==> src/rtl/btn_db_pkg.sv <==
// ============================================================================
// Module  : btn_db_pkg
// Purpose : Shared types and register indices for the button debounce core.
// Rev     : 1.0
// ============================================================================
`default_nettype none

package btn_db_pkg;

   typedef enum logic [1:0] {
      ZERO  = 2'd0,
      WAIT1 = 2'd1,
      ONE   = 2'd2,
      WAIT0 = 2'd3
   } db_state_t;

   localparam int unsigned ADDR_W = 5;

   localparam logic [ADDR_W-1:0] REG_DB    = 5'd0;
   localparam logic [ADDR_W-1:0] REG_RAW   = 5'd1;
   localparam logic [ADDR_W-1:0] REG_PRESS = 5'd2;
   localparam logic [ADDR_W-1:0] REG_REL   = 5'd3;

endpackage

`default_nettype wire

==> src/rtl/debounce_fsm.sv <==
// ============================================================================
// Module  : debounce_fsm
// Purpose : Single-bit debounce filter; db changes after 2^N stable samples.
// Rev     : 1.0
// ============================================================================
`default_nettype none

module debounce_fsm
   import btn_db_pkg::*;
#(
   parameter int N = 20
) (
   input  logic clk_i,
   input  logic reset_i,
   input  logic sync_i,
   output logic db_out_o,
   output logic rise_tick_o,
   output logic fall_tick_o
);

   // The sample that moves the FSM into a WAIT state is the first of the 2^N
   // stable samples, so the counter only has to reach 2^N-2 before the switch.
   localparam int unsigned      c_term_int = (2 ** N) - 2;
   localparam logic [N-1:0]     c_cnt_term = c_term_int[N-1:0];

   db_state_t    state_q;
   logic [N-1:0] cnt_q;
   logic         db_q;
   logic         w_at_term;

   assign w_at_term = (cnt_q == c_cnt_term);

   always_ff @(posedge clk_i) begin
      if (reset_i) begin
         state_q <= ZERO;
         cnt_q   <= '0;
         db_q    <= 1'b0;
      end else begin
         case (state_q)
            ZERO: begin
               if (sync_i) begin
                  state_q <= WAIT1;
                  cnt_q   <= '0;
               end
            end
            WAIT1: begin
               if (!sync_i) begin
                  state_q <= ZERO;
               end else if (w_at_term) begin
                  state_q <= ONE;
                  db_q    <= 1'b1;
               end else begin
                  cnt_q <= cnt_q + 1'b1;
               end
            end
            ONE: begin
               if (!sync_i) begin
                  state_q <= WAIT0;
                  cnt_q   <= '0;
               end
            end
            WAIT0: begin
               if (sync_i) begin
                  state_q <= ONE;
               end else if (w_at_term) begin
                  state_q <= ZERO;
                  db_q    <= 1'b0;
               end else begin
                  cnt_q <= cnt_q + 1'b1;
               end
            end
            default: begin
               state_q <= ZERO;
               cnt_q   <= '0;
               db_q    <= 1'b0;
            end
         endcase
      end
   end

   // Ticks are decoded from current state so the core's flags load on the
   // same edge that db changes.
   assign rise_tick_o = (state_q == WAIT1) &  sync_i & w_at_term;
   assign fall_tick_o = (state_q == WAIT0) & ~sync_i & w_at_term;
   assign db_out_o    = db_q;

endmodule

`default_nettype wire

==> src/rtl/btn_debounce_core.sv <==
// ============================================================================
// Module  : btn_debounce_core
// Purpose : MMIO slot core debouncing W buttons with sticky press/release flags.
// Rev     : 1.0
// ============================================================================
`default_nettype none

module btn_debounce_core
   import btn_db_pkg::*;
#(
   parameter int W = 5,
   parameter int N = 20
) (
   input  logic              clk_i,
   input  logic              reset_i,
   input  logic              cs_i,
   input  logic              read_i,
   input  logic              write_i,
   input  logic [ADDR_W-1:0] addr_i,
   output logic [31:0]       rd_data_o,
   input  logic [31:0]       wr_data_i,
   input  logic [W-1:0]      din_i
);

   logic [W-1:0] meta_q;
   logic [W-1:0] sync_q;
   logic [W-1:0] w_db;
   logic [W-1:0] w_rise;
   logic [W-1:0] w_fall;
   logic [W-1:0] press_q, press_d;
   logic [W-1:0] rel_q,   rel_d;
   logic [W-1:0] w_press_clr;
   logic [W-1:0] w_rel_clr;
   logic         w_wr_en;
   logic         w_unused;

   // Reads have no side effects and upper write-data bits are not stored.
   assign w_unused = ^{read_i, wr_data_i};

   always_ff @(posedge clk_i) begin
      if (reset_i) begin
         meta_q <= '0;
         sync_q <= '0;
      end else begin
         meta_q <= din_i;
         sync_q <= meta_q;
      end
   end

   for (genvar i = 0; i < W; i++) begin : g_bit
      debounce_fsm #(
         .N (N)
      ) u_fsm (
         .clk_i       (clk_i),
         .reset_i     (reset_i),
         .sync_i      (sync_q[i]),
         .db_out_o    (w_db[i]),
         .rise_tick_o (w_rise[i]),
         .fall_tick_o (w_fall[i])
      );
   end

   assign w_wr_en     = cs_i & write_i;
   assign w_press_clr = (w_wr_en && addr_i == REG_PRESS) ? wr_data_i[W-1:0] : '0;
   assign w_rel_clr   = (w_wr_en && addr_i == REG_REL)   ? wr_data_i[W-1:0] : '0;

   // A new event on the same edge as its clear keeps the flag set.
   assign press_d = (press_q & ~w_press_clr) | w_rise;
   assign rel_d   = (rel_q   & ~w_rel_clr)   | w_fall;

   always_ff @(posedge clk_i) begin
      if (reset_i) begin
         press_q <= '0;
         rel_q   <= '0;
      end else begin
         press_q <= press_d;
         rel_q   <= rel_d;
      end
   end

   always_comb begin
      rd_data_o = '0;
      case (addr_i)
         REG_DB:    rd_data_o[W-1:0] = w_db;
         REG_RAW:   rd_data_o[W-1:0] = sync_q;
         REG_PRESS: rd_data_o[W-1:0] = press_q;
         REG_REL:   rd_data_o[W-1:0] = rel_q;
         default:   rd_data_o = '0;
      endcase
   end

endmodule

`default_nettype wire

==> config.mk <==
export PLATFORM = sky130hd
export DESIGN_NAME = btn_debounce_core
export DESIGN_NICKNAME = d
export VERILOG_FILES = /design/src/rtl/btn_db_pkg.sv /design/src/rtl/debounce_fsm.sv /design/src/rtl/btn_debounce_core.sv
export SDC_FILE = /design/constraint.sdc
export NUM_CORES = 1
export LEC_CHECK = 0
export ABC_AREA = 1
export CAP_MARGIN = 30
export CORE_MARGIN = 4
export CORE_UTILIZATION = 59
export DETAILED_ROUTE_END_ITERATION = 10
export MAX_ROUTING_LAYER = met4
export PLACE_DENSITY = 0.82
export SYNTH_ARGS = -nofsm -noshare
export SYNTH_HDL_FRONTEND = slang
export SYNTH_HIERARCHICAL = 1
export SYNTH_SLANG_ARGS = --single-unit
export TNS_END_PERCENT = 100
==> constraint.sdc <==
create_clock -name clk_i -period 2.6 [get_ports clk_i]
set_input_delay 0.52 -clock clk_i [delete_from_list [all_inputs] [get_ports clk_i]]
set_output_delay 0.52 -clock clk_i [all_outputs]
set_load 0.02 [all_outputs]
Yosys cells after proc, flatten, opt, wreduce, memory -nomap -nowiden
Index checks and enable logic that the tools add are counted.
{"block": "op_classes", "n_addsub": 5, "mul": 0, "div_mod_pow": 0, "n_lt_le_gt_ge": 0, "eq_ne": 63, "shift": 0, "mux": 93, "bitwise_logic": 32, "n_reduce_logical": 28}
{"cell": "$mux W20", "count": 25}
{"cell": "$pmux W20 S4", "count": 5}
{"cell": "$add A20 B1 Y20 const B", "count": 5}
{"cell": "$eq A20 B20 Y1 const B", "count": 5}
{"cell": "$mux W2", "count": 30}
{"cell": "$ne A2 B2 Y1 const B", "count": 20}
{"cell": "$pmux W2 S4", "count": 5}
{"cell": "$reduce_and A4 Y1", "count": 10}
{"cell": "$ne A3 B2 Y1 const B", "count": 10}
{"cell": "$reduce_and A5 Y1", "count": 5}
{"cell": "$and A1 B1 Y1", "count": 21}
{"cell": "$eq A2 B2 Y1 const B", "count": 10}
{"cell": "$mux W1", "count": 20}
{"cell": "$ne A2 B1 Y1 const B", "count": 10}
{"cell": "$pmux W5 S4", "count": 1}
{"cell": "$and A5 B5 Y5", "count": 2}
{"cell": "$eq A2 B1 Y1 const B", "count": 5}
{"cell": "$eq A5 B2 Y1 const B", "count": 2}
{"cell": "$logic_not A2 Y1", "count": 5}
{"cell": "$mux W5", "count": 2}
{"cell": "$not A5 Y5", "count": 2}
{"cell": "$or A5 B5 Y5", "count": 2}
{"cell": "$pmux W1 S2", "count": 5}
{"cell": "$reduce_bool A2 Y1", "count": 5}
{"cell": "4 further kinds", "count": 9}
{"block": "word_totals", "reg_bits": 135, "latchBits": 0, "ramBits": 0, "rom_bits": 0, "in_bits": 47, "out_inout_bits": 32, "n_memories": 0}

Depth between registers and ports, before layout
Gate-level depths: netlist of run 1.
{"block": "logic_depth", "ltp_word": 6, "mapped_depth": 13, "mapped_depth_nobuf": 13}

Hierarchy
Netlist of run 1, hierarchy kept.
{"module": "debounce_fsm", "n_inst": 5, "cells_per_inst": 227, "area_per_inst_um2": 1447.6, "seq_area_each_um2": 460.4}
{"module": "btn_debounce_core", "n_inst": 1, "cells_per_inst": 147, "area_per_inst_um2": 1157.4, "seq_area_each_um2": 400.4}

Worst setup path before layout of run 1
No wires, ideal clock.
{"block": "synth_path", "path_type": "input to output", "start": "input port addr_i[3]", "end": "output port rd_data_o[0]", "arrival_ps": 1167, "t_required_ps": 2080, "setup_slack_ps": 913, "cell_stages": 4, "cell_sequence": "nor2_4 -> buf_2 -> nand4_1 -> nand4_1"}
{"block": "synth_via", "elab_chain_cells": 2, "word_cells_on_any_way": 5, "cone_classes": "eq/ne (3); mux (1); reduce/logical (1)"}
{"item": "start: declaration", "line": "btn_debounce_core.sv:19", "source": "input logic [ADDR_W-1:0] addr_i,"}
{"item": "$eq A5 B2 Y1 (tied with other cells)", "line": "btn_debounce_core.sv:83", "source": "case (addr_i)"}
{"item": "$pmux W5 S4 (*)", "line": "btn_debounce_core.sv:83"}
{"item": "end: declaration", "line": "btn_debounce_core.sv:20", "source": "output logic [31:0] rd_data_o,"}
Every way passes the cells marked *; elsewhere a longest branch is shown, timed or not.

Worst setup path after layout of run 1
{"block": "layout_path", "start": "input port addr_i[3]", "end": "output port rd_data_o[4]"}
Same word-level chain as after synthesis.

==> summary.txt, run 1 <==
Outcome - finished, final reports clean
Max-cap viol count - 0
FF-to-FF setup slack - 0.90 ns
Synthesis Warnings - 6
Hold path cells - 2
Final hold vios - 0
RSZ-0062 raised after global routing - false
Post-synth ARST share - 0%
Post-route DRC - 0
TritonCTS Sinks - 135
Antenna violations before repair - 0
All-Layer GR Usage - 24.8%
R2r startpoint - g_bit[4].u_fsm/cnt_q[1]$_SDFFE_PP0P_
Number of enable flip-flop cells after synthesis - 0
H-tree depth - 4
Layout cell share with drive strength beyond 1 - 12.7%
Fraction of the cycle the final worst path needs - 96.5%
Fin. max-slew vios - 0
Initial drt markers - 798
Post-synth top cells - nand2_1 (336), nor2_1 (195), inv_1 (181)
Yosys cell types - 32
Crit path DAT - 1.99 ns
Pwr per Cell Area - 501 nW/um2
Total length of routed wires - 18600 um
Min-delay src - meta_q[4]$_SDFF_PP0_
Die area - 16200 um2
First-pass GRT wire length - 32500 um
Flops & latches, synth - 135
Synthesized area - 8400 um2
Peak Freq - 0.399 GHz
Filler instances - 1245
Number of routed nets with antenna violations - 0
Seq/Total Area, Yosys - 32.2%
Post-cts gate resize count - 5
Post-placement cell area - 8690 um2
Worst VDD drop - 0.483 mV
Pleak - 3.69 nW
Initial Utilization - 60.2%
Chip height - 127 um
Most common cell in the synthesized netlist - nand2_1
Synth top area cells - dfxtp_1 (32%), nand2_1 (15%), nor2_1 (8.7%)
Clk_skew - 0.00414 ns
Core area - 13900 um2
Clock buffer depth - 2
R2R depth - 8
CP Class - primary input to output pin
Hold WC Path Type - flip-flop to flip-flop
Pre-Repair DR Iteration Count - 6
Via Count - 7791
Dominant cell type by area after synthesis - dfxtp_1
# rows - 43
HPWL after DPL - 13400 um
Area grow syn2layout - 10.3%
TritonCTS clock tree - built
Final instance area - 9260 um2
Final worst path period need - 2.51 ns
Hold Path Sink - sync_q[4]$_SDFF_PP0_
Synth top area share - 32.2%
Remaining Overflow, GRT - 0
Hold buffer count at CTS - 0
Setup violators final - 0
Most used DFF post-synth - dfxtp_1
TritonCTS Buffers - 17
Worst-Skew Late Latency - 0.42 ns
Clock transition at the registers of the reported paths - 0.06 ns
Setup tns final - 0 ns
DR WL/cell - 12.3 um
Register Area - 2700 um2
Antenna cell count - 0
Largest net degree at the start of global routing - 24
Buffer count from post-CTS setup fixing - 0
Vias in the first global route - 7159
Layout net count - 1375
Multi-input combinational cell area - 4710 um2
Average size of a mapped cell - 6.55 um2
CP Capture Type - output pin
Critical path data required time - 2.08 ns
CTS Root Cell - clkbuf_16
Critical Path Start Type - primary input
Input/output buffers - 23
CP Max Fanout - 5
Hold Slack - 0.409 ns
Post-Syn Instances - 1282
Drt via density - 5.16
Die X - 127 um
Reg2reg end - g_bit[4].u_fsm/cnt_q[14]$_SDFFE_PP0P_
# IOs - 79
RePlAce Congestion - 0.916
-- stage by stage --
| stage | cells | util (%) | setup slack, ns | power (mW) |
|---|---|---|---|---|
| floorplan | 1308 | - | 0.913 | 2.33 |
| global placement | 1479 | 62.4 | -0.154 | 2.37 |
| detailed placement | 1479 | 62.4 | -0.175 | 2.37 |
| CTS | 1510 | 66.5 | 0.0957 | 4.69 |
| global route | 1510 | 66.5 | 0.0334 | 4.81 |
| finish | 1510 | 66.5 | 0.0913 | 4.64 |
-- metal layers --
metal / track usage [%] / vias up / share of wire, %
met5: - / - / 0
met4: 6.50 / 0 / 1.0
met3: 6.10 / 18 / 5.4
met2: 38.8 / 212 / 47
met1: 32.3 / 3533 / 47
li1: - / 4028 / -
-- power by group --
| group | total (mW) | internal, mW | switching, mW |
|---|---|---|---|
| clock network | 2.31 | 1.42 | 0.891 |
| registers | 2.09 | 2.08 | 0.00831 |
| logic | 0.239 | 0.0617 | 0.177 |
-- critical path: stages --
cell and delay (ns):
clkdlybuf4s50_1 0.44, nor2_4 0.18, nand2_2 0.08, nor2_4 0.15, buf_4 0.14, nand2_1 0.04
nand4_1 0.07, dlygate4sd2_1 0.36
-- layout make-up --
cell class	instances	area share [%]
Clock buffer	18	4.74
Inverter	188	7.97
Sequential cell	135	29.2
Clock inverter	13	1.43
Tap cell	180	2.43
Multi-Input combinational cell	940	50.8
Timing Repair Buffer	36	3.42
-- how the worst max path moves through the flow --
stage / start / to / slack [ns] / depth (start not counted)
after floorplan: addr_i[3] / rd_data_o[0] / 0.91 / 4
after global placement: addr_i[3] / rd_data_o[4] / -0.15 / 8
after global routing: addr_i[3] / rd_data_o[3] / 0.03 / 6
final: addr_i[3] / rd_data_o[4] / 0.09 / 8
after CTS: addr_i[3] / rd_data_o[4] / 0.1 / 8
after detailed placement: addr_i[3] / rd_data_o[4] / -0.17 / 8
-- registers in the layout (all words and copies together), names as in the netlist, named ones only --
| register | cells |
|---|---|
| g_bit.u_fsm/cnt_q | 100 |
| sync_q | 5 |
| meta_q | 5 |
| g_bit.u_fsm/db_out_o | 5 |
| press_q | 5 |
| rel_q | 5 |
| g_bit.u_fsm/state_q | 5 |
-- cells in the final DEF (no fill, tap or decap), drive strengths merged --
| master | Yosys | routed |
|---|---|---|
| a21oi | 65 | 65 |
| buf | 38 | 14 |
| bufinv | 0 | 2 |
| clkbuf | 7 | 18 |
| clkdlybuf4s50 | 0 | 17 |
| clkinv | 0 | 7 |
| clkinvlp | 0 | 4 |
| conb | 1 | 27 |
| dfxtp | 135 | 135 |
| dlygate4sd2 | 0 | 5 |
| ha | 10 | 10 |
| inv | 188 | 188 |
| nand2 | 374 | 374 |
| nand3 | 70 | 70 |
| nand3b | 10 | 10 |
| nand4 | 40 | 40 |
| nor2 | 244 | 244 |
| nor3 | 25 | 25 |
| nor3b | 5 | 5 |
| o21ai | 55 | 55 |
| or2 | 5 | 5 |
| xor2 | 10 | 10 |
-- logic make-up after synthesis --
kind of cell    share of synthesized area, %
simple gates                            44.9
buf+inv                                 12.9
flops                                   32.2
compound gates                          7.38
xor+xnor                                1.04
fa+ha+maj                               1.49
other cells                           0.0447
Note: power is estimated with default switching activity, not from simulation.
==> run 2, diff against run 1 <==
--- a/config.mk
+++ b/config.mk
@@ -7,9 +7,9 @@
 export LEC_CHECK = 0
 export ABC_AREA = 1
 export CAP_MARGIN = 30
-export CORE_MARGIN = 4
 export CORE_UTILIZATION = 59
 export DETAILED_ROUTE_END_ITERATION = 10
+export HOLD_SLACK_MARGIN = 0.03
 export MAX_ROUTING_LAYER = met4
 export PLACE_DENSITY = 0.82
 export SYNTH_ARGS = -nofsm -noshare
==> run 2 against run 1 <==
Net effect: clock-buffer cell count increased by 1; sequential power about the same; final cell count about the same; clock skew increased by 0.0029 ns; wire length decreased by 2.6%; sequential share of layout area about the same; total power increased by 1.2%; critical path type unchanged; largest cell class unchanged; largest power group unchanged.
==> summary.txt, run 2 (synthesis gave the netlist of run 1 again) <==
RSZ-0062 raised after global routing - false
Via Count - 7709
Post-Layout Cell Count - 1511
Critical path data required time - 2.08 ns
Pleak - 3.69 nW
Fin. max-slew vios - 0
Clock buffer depth - 2
Vias in the first global route - 6764
All-Layer GR Usage - 26.5%
Total length of routed wires - 18100 um
CP Max Fanout - 7
Hold WC Path Type - flip-flop to flip-flop
Worst VDD drop - 0.465 mV
First-pass GRT wire length - 30300 um
Antenna violations before repair - 0
TritonCTS Sinks - 135
Buffer count from post-CTS setup fixing - 0
CP Class - primary input to output pin
Initial drt markers - 504
Clock transition at the registers of the reported paths - 0.06 ns
Outcome - finished, final reports clean
Max-cap viol count - 0
Share of power burned in registers - 44.5%
Peak Freq - 0.399 GHz
Post-Place Worst Slack - -0.184 ns
RePlAce Congestion - 0.887
Most frequent cells in the layout - nand2_1 (336), nor2_1 (195), inv_1 (181)
Hold buffer count at CTS - 0
Max reg flops - 100
Met1 Use GR - 32.9%
Grt met3 use - 5.69%
Post-cts gate resize count - 4
Pwr Total - 4.69 mW
TritonCTS Buffers - 17
Die X - 121 um
GR peak layer - met2
Chip height - 121 um
Fraction of the cycle the final worst path needs - 96.4%
Worst-Skew Late Latency - 0.42 ns
Internal Power - 3.59 mW
CTS Root Cell - clkbuf_16
Input/output buffers - 23
DR WL/cell - 12.0 um
Antenna cell count - 0
Area grow syn2layout - 10.4%
Pre-Repair DR Iteration Count - 5
HPWL after DPL - 12900 um
Critical Path Start Type - primary input
Filler instances - 1195
Clock power frac - 50.5%
Core area - 13900 um2
Crit path DAT - 1.99 ns
Gate power share - 5.0%
Final core utilization - 66.8%
Largest net degree at the start of global routing - 30
Setup tns final - 0 ns
Placed Instances - 1479
# IOs - 79
Layout net count - 1375
Sw frac - 23.5%
Most common cell after layout, fill and taps aside - nand2_1
Die area - 14700 um2
CP Capture Type - output pin
Drt via density - 5.10
Pwr per Cell Area - 506 nW/um2
Setup violators final - 0
Remaining Overflow, GRT - 0
# rows - 43
Clk_skew - 0.00705 ns
Largest reg by FF count - g_bit.u_fsm/cnt_q
TritonCTS clock tree - built
Post-route DRC - 0
Final worst path period need - 2.51 ns
Final WS setup - 0.0945 ns
H-tree depth - 4
M2 GR Usage - 42.4%
Layout cell share with drive strength beyond 1 - 12.8%
Sw Pwr - 1.10 mW
Final hold vios - 0
Number of routed nets with antenna violations - 0
Initial Utilization - 60.5%
[run 2: power by group through the flow]
stage | logic, mW | clock network (mW) | registers (mW)
after floorplan | 0.197 | 0 | 2.13
after global placement | 0.231 | 0 | 2.13
after detailed placement | 0.233 | 0 | 2.13
after CTS | 0.234 | 2.41 | 2.09
after global routing | 0.256 | 2.50 | 2.09
final | 0.234 | 2.37 | 2.09
[run 2: area by class of cell]
class,count,area [um2],area share (%)
inverter,188,738,7.96
tap,180,225,2.43
timing repair buffer,36,315,3.40
sequential,135,2700,29.2
clock buffer,19,453,4.89
clock inverter,13,130,1.40
multi-input combinational,940,4710,50.8
[run 2: critical path, stage by stage]
cell	delay (ns)
clkdlybuf4s50_1	0.44
nor2_4	0.21
nand2_2	0.09
nor2_4	0.17
nand2_1	0.07
nand4_1	0.14
dlygate4sd2_1	0.35
[run 2: final timing paths]
| check | start | endpoint | slack, ns | cells past startpoint |
|---|---|---|---|---|
| max | addr_i[3] | rd_data_o[3] | 0.09 | 7 |
| max reg2reg | g_bit[0].u_fsm/cnt_q[0]$_SDFFE_PP0P_ | g_bit[0].u_fsm/cnt_q[11]$_SDFFE_PP0P_ | 0.94 | 13 |
| min reg2reg | meta_q[1]$_SDFF_PP0_ | sync_q[1]$_SDFF_PP0_ | 0.40 | 2 |
| min | meta_q[1]$_SDFF_PP0_ | sync_q[1]$_SDFF_PP0_ | 0.40 | 2 |
[run 2: per-layer routing]
layer | up-vias | wire length [um]
met3 | 26 | 953
met1 | 3436 | 8360
met5 | - | 0
met2 | 219 | 8500
li1 | 4028 | -
met4 | 0 | 282
[run 2: per-stage QoR]
| stage | instance area (um2) | hold slack, ns |
|---|---|---|
| finish | 9270 | 0.402 |
| global route | 9270 | 0.418 |
| CTS | 9270 | 0.401 |
| detailed placement | 8690 | 0.395 |
| global placement | 8690 | 0.390 |
| floorplan | 8490 | 0.388 |
